`src/rtl/clk_div_mc.sv`:
```
// Multi-channel programmable clock divider with a shared config port.
// Each channel runs a down-counter; new divisors apply at period starts.
module clk_div_mc #(
    parameter  int CH      = 4,
    parameter  int W       = 8,
    parameter  int DEF_DIV = 2,
    localparam int CW      = (CH > 1) ? $clog2(CH) : 1
) (
    input  logic          clk_i,
    input  logic          rst_n,
    input  logic [CH-1:0] ch_en_i,
    input  logic          cfg_we_i,
    input  logic [CW-1:0] cfg_ch_i,
    input  logic [W-1:0]  cfg_div_i,
    input  logic          cfg_mode_i,
    input  logic          cfg_sync_i,
    output logic          cfg_ready_o,
    output logic          cfg_err_o,
    output logic [CH-1:0] div_clk_o,
    output logic [CH-1:0] div_tick_o
);

    localparam logic [W-1:0] ONE = W'(1);
    localparam logic [W-1:0] DEF = W'(DEF_DIV);

    logic [CH-1:0] pv;
    logic [CH-1:0] sel;
    logic          ch_ok;
    logic          div_ok;
    logic          accept;

    always_comb begin
        sel         = '0;
        cfg_ready_o = 1'b0;
        for (int c = 0; c < CH; c++) begin
            if (cfg_ch_i == CW'(c)) begin
                sel[c]      = 1'b1;
                cfg_ready_o = ~pv[c];
            end
        end
    end

    assign ch_ok  = |sel;
    assign div_ok = |cfg_div_i[W-1:1];
    assign accept = cfg_we_i & cfg_ready_o & div_ok;

    always_ff @(posedge clk_i) begin
        if (!rst_n) begin
            cfg_err_o <= 1'b0;
        end else begin
            cfg_err_o <= cfg_we_i & (~ch_ok | ~div_ok);
        end
    end

    for (genvar c = 0; c < CH; c++) begin : g_ch
        logic [W-1:0] div_q;
        logic [W-1:0] pdiv_q;
        logic [W-1:0] cnt_q;
        logic         mode_q;
        logic         pmode_q;
        logic         pv_q;
        logic         clk_q;
        logic         tick_q;

        logic         wr;
        logic         start;
        logic         take_wr;
        logic         take_pend;
        logic [W-1:0] div_n;
        logic [W-1:0] cnt_n;
        logic         mode_n;
        logic         pv_n;

        always_comb begin
            wr        = accept & sel[c];
            start     = ch_en_i[c] & (cfg_sync_i | (cnt_q == '0));
            // A write landing with sync is folded straight into the restart
            take_wr   = start & cfg_sync_i & wr;
            take_pend = pv_q & ~take_wr & (start | ~ch_en_i[c]);
            div_n     = div_q;
            mode_n    = mode_q;
            if (take_wr) begin
                div_n  = cfg_div_i;
                mode_n = cfg_mode_i;
            end else if (take_pend) begin
                div_n  = pdiv_q;
                mode_n = pmode_q;
            end
            pv_n  = (pv_q & ~take_pend) | (wr & ~take_wr);
            cnt_n = '0;
            if (ch_en_i[c]) begin
                cnt_n = start ? (div_n - ONE) : (cnt_q - ONE);
            end
        end

        always_ff @(posedge clk_i) begin
            if (!rst_n) begin
                div_q   <= DEF;
                mode_q  <= 1'b0;
                pdiv_q  <= DEF;
                pmode_q <= 1'b0;
                pv_q    <= 1'b0;
                cnt_q   <= '0;
                clk_q   <= 1'b0;
                tick_q  <= 1'b0;
            end else begin
                div_q  <= div_n;
                mode_q <= mode_n;
                pv_q   <= pv_n;
                cnt_q  <= cnt_n;
                if (wr & ~take_wr) begin
                    pdiv_q  <= cfg_div_i;
                    pmode_q <= cfg_mode_i;
                end
                tick_q <= start;
                clk_q  <= ch_en_i[c] &
                          (mode_n ? start : (cnt_n >= (div_n >> 1)));
            end
        end

        assign pv[c]         = pv_q;
        assign div_clk_o[c]  = clk_q;
        assign div_tick_o[c] = tick_q;
    end

endmodule
```
`config.mk`:
```
export PLATFORM = sky130hd
export DESIGN_NAME = clk_div_mc
export DESIGN_NICKNAME = d
export VERILOG_FILES = /design/src/rtl/clk_div_mc.sv
export SDC_FILE = /design/constraint.sdc
export NUM_CORES = 1
export LEC_CHECK = 0
export ABC_CLOCK_PERIOD_IN_PS = 6200
export CAP_MARGIN = 20
export CORE_MARGIN = 4
export CORE_UTILIZATION = 45
export CTS_CLUSTER_DIAMETER = 30
export DETAILED_ROUTE_END_ITERATION = 8
export DONT_BUFFER_PORTS = 1
export PLACE_DENSITY = 0.71
export SLEW_MARGIN = 20
export SYNTH_ARGS = -nofsm -noshare
export SYNTH_HDL_FRONTEND = slang
export SYNTH_SLANG_ARGS = --single-unit
```
`constraint.sdc`:
```
create_clock -name clk_i -period 6.2 [get_ports clk_i]
set_clock_uncertainty 0.2 [all_clocks]
set_input_delay 0.93 -clock clk_i [delete_from_list [all_inputs] [get_ports clk_i]]
set_output_delay 0.93 -clock clk_i [all_outputs]
set_load 0.01 [all_outputs]
```
==> results by group <==
Power and ir drop
  – Lkg Pwr: approximately 3.1 nW
  – Max VDD drop: between 0.2 and 0.25 mV
  – Power per standard cell area: 304 nW/um^2

Routing
  – TritonRoute pass-1 iters: 5
  – DRC viols: 0
  – Number of vias per cell: between 5 and 6
  – Detail Route Antenna Nets: 0
  – Initial drt markers: 581
  – DRT Wirelength: 17.2 mm
  – DR WL/cell: around 17 um
  – Vias: 5,833

Outcome
  – Status: completed

Final layout
  – Area growth from synthesis to layout: 8.57%
  – Reg area: between 2000 and 2500 um^2
  – Post-route cell area: between 7000 and 8000 um^2
  – Ant diodes: 0
  – Multi-input logic area: 4040 um^2
  – Final cell count without fillers: 992
  – Nets: 847
  – Fillcell total: 1,379
  – Share of cells above drive strength 1: 7.67%
  – Final core utilization: between 50 and 60%

Yosys
  – Yosys reg bits: 117
  – Register area share after synthesis: 34.6%
  – Post-Syn Nets: 874
  – Top-count cell post-synth: nor2_1
  – Post-synth top flop: dfxtp_1
  – Asr flop ratio synth: 0%
  – Post-synth top area cell: dfxtp_1
  – Post-Synthesis Cells: 823
  – Netlist cell types: 72
  – Syn_area_per_cell: 8.21 um^2
  – Largest cells by area after synthesis: dfxtp_1 (35%), mux2i_1 (6.8%), nor2_1 (6.6%), ha_1 (5.9%), nand2_1 (3.9%)
  – Top cell type's share of synthesized area: about a third
  – Post-Syn Area: slightly below 7000 um^2
  – EDFF count, synth: 0
  – Most frequent cells after synthesis: nor2_1 (119), dfxtp_1 (117), nand2_1 (70), mux2i_1 (46), a21oi_1 (44)
  – Ys Warns: 0

Worst setup path
  – Data required time of the critical path: 6270 ps
  – Max FO, Critical Path: 13
  – Startpoint types: input port
  – WP data arrival: 4340 ps
  – Crit Path Category: input port to register
  – Worst Setup End Kind: register

Place
  – Placed insts: 961
  – Pre-CTS setup slack: 1540 ps
  – Global placement routability congestion: slightly above 0.9
  – Post-DP HPWL: 12.0 mm
  – I/O Buffers: 0
  – Dpl cell area: 6760 um^2

Clocking
  – TritonCTS buffer count: 17
  – Post-CTS setup buffer count: 0
  – PostCTS Resize Cnt: 0
  – CTS clock-pin slew for the worst setup and hold paths: 50 ps
  – Hold-fix buffers at CTS: 0
  – H-tree depth: 4
  – TritonCTS clock tree: built
  – Worst-skew pair later-pin latency: ~430 ps
  – CTS sink cnt: ~120
  – Root Buffer: clkbuf_16
  – Clock tree buffer depth: 2

Global routing
  – Vias in the first global route: 5,449
  – Initial antenna violation count: 0
  – Largest net degree at the start of global routing: 61
  – Global-route wire length before repair: around 28 mm
  – GR Overflow Total: 0
  – Gr usage total: 20.9%

Floorplan
  – Die W: 131 um
  – Row count: 44
  – Ports: 29
  – Core area: 14,600 um^2
  – Die height: 131 um
  – Total die area: 17,000 um^2
  – Starting density of the core: 46.2%

Timing
  – RSZ-0062 raised after global routing: no
  – Final hold vios: 0
  – Tmin final: 4270 ps
  – Final period util: just under 70%
  – Setup TNS: 0 ps
  – Setup violators final: 0
  – Max Freq: 234 MHz
  – Fin worst setup slack: 1930 ps
  – Slew HR: 46.3%
  – Slew Limit Fails: 0
  – Worst Max-Slew Pin Slew: 803 ps

Run
  – Max-cap viol count: 0

Worst hold path
  – Hold crit path type: register to register
[area by class of cell]
type / instances / share of cell area [%]
Timing Repair Buffer: 3 / 0.307
Clock inverter: 9 / 1.40
Tap cell: 184 / 3.14
Inverter: 33 / 1.69
Multi-Input combinational cell: 624 / 55.1
Sequential cell: 117 / 31.9
Clock buffer: 22 / 6.46
[routing by layer]
metal	vias to the layer above	global-route usage, %	part of all wire (%)
met4	0	8.23	2.0
li1	2865	-	-
met3	33	5.04	5.5
met5	-	0	0
met2	181	31.6	46
met1	2754	28.9	47
[critical path, cell delays in order]
cell and delay (ps):
nor3_1 510, a211o_1 470, nor2_1 240, o21ai_0 370
a22oi_1 120, ha_1 280, xnor2_1 160, and2_1 180
ha_1 270, a21o_1 160, a21oi_1 160, o21ai_0 130
a211oi_1 270, a221oi_1 100
[power breakdown]
part           switching, mW  internal, mW  leakage (nW)
logic                  0.253         0.194          1.84
clock network          0.345         0.617         0.278
registers             0.0311         0.794         0.952
[stage by stage]
stage	hold WS (ps)	power (mW)
2_1_floorplan	225	1.21
3_3_place_gp	260	1.27
3_5_place_dp	259	1.28
4_1_cts	266	2.24
5_1_grt	281	2.34
6_report	258	2.23
[cell usage in the layout (no fill, tap or decap), types with 4 or more instances in the layout]
master / synthesis / layout
a31oi_1: 9 / 9
and3_1: 21 / 21
inv_1: 31 / 30
nand4_1: 6 / 6
a21oi_1: 44 / 44
nor4_1: 8 / 8
and2_1: 25 / 25
nand2_1: 70 / 70
nor3_1: 24 / 24
nor2b_1: 11 / 11
xnor2_1: 18 / 18
a311oi_2: 4 / 4
a211o_1: 5 / 5
clkbuf_16: 0 / 17
ha_1: 32 / 32
a211oi_1: 10 / 9
nand3_1: 16 / 16
a2bb2oi_1: 4 / 4
nor3b_1: 5 / 5
o221ai_1: 4 / 4
nor2_1: 119 / 119
a221oi_1: 5 / 5
mux2_2: 4 / 4
clkinv_2: 0 / 4
mux2i_1: 46 / 46
xor2_1: 8 / 8
nand2b_1: 7 / 7
dfxtp_1: 117 / 117
a21o_1: 15 / 15
nand3b_1: 4 / 4
o21ai_0: 42 / 42
a22oi_1: 6 / 6
[final timing paths]
kind,startpoint,end,slack (ps),cells after the start
worst max-delay path,cfg_div_i[1],g_ch[0].clk_q$_SDFF_PN0_,1930,14
worst min-delay path,g_ch[2].mode_q$_SDFF_PN0_,g_ch[2].clk_q$_SDFF_PN0_,260,1
worst max register to register,g_ch[3].cnt_q[3]$_SDFF_PN0_,g_ch[3].clk_q$_SDFF_PN0_,2000,16
worst min register to register,g_ch[2].mode_q$_SDFF_PN0_,g_ch[2].clk_q$_SDFF_PN0_,260,1
[kinds of logic after synthesis]
kind of cell,synth area share (%)
AND/OR/NAND/NOR,24.0
buffers and inverters,5.61
flip-flops,34.6
adder cells (fa/ha/maj),5.92
XOR/XNOR,3.37
AO/OA/AOI/OAI,18.8
multiplexers,7.70
[sequential cells by signal, summed over array words and instances (netlist names)]
register,cells
g_ch.tick_q,4
g_ch.pv_q,4
g_ch.cnt_q,32
g_ch.clk_q,4
cfg_err_o,1
g_ch.pdiv_q,32
g_ch.pmode_q,4
g_ch.div_q,32
g_ch.mode_q,4
(Power assumes the default switching activity.)
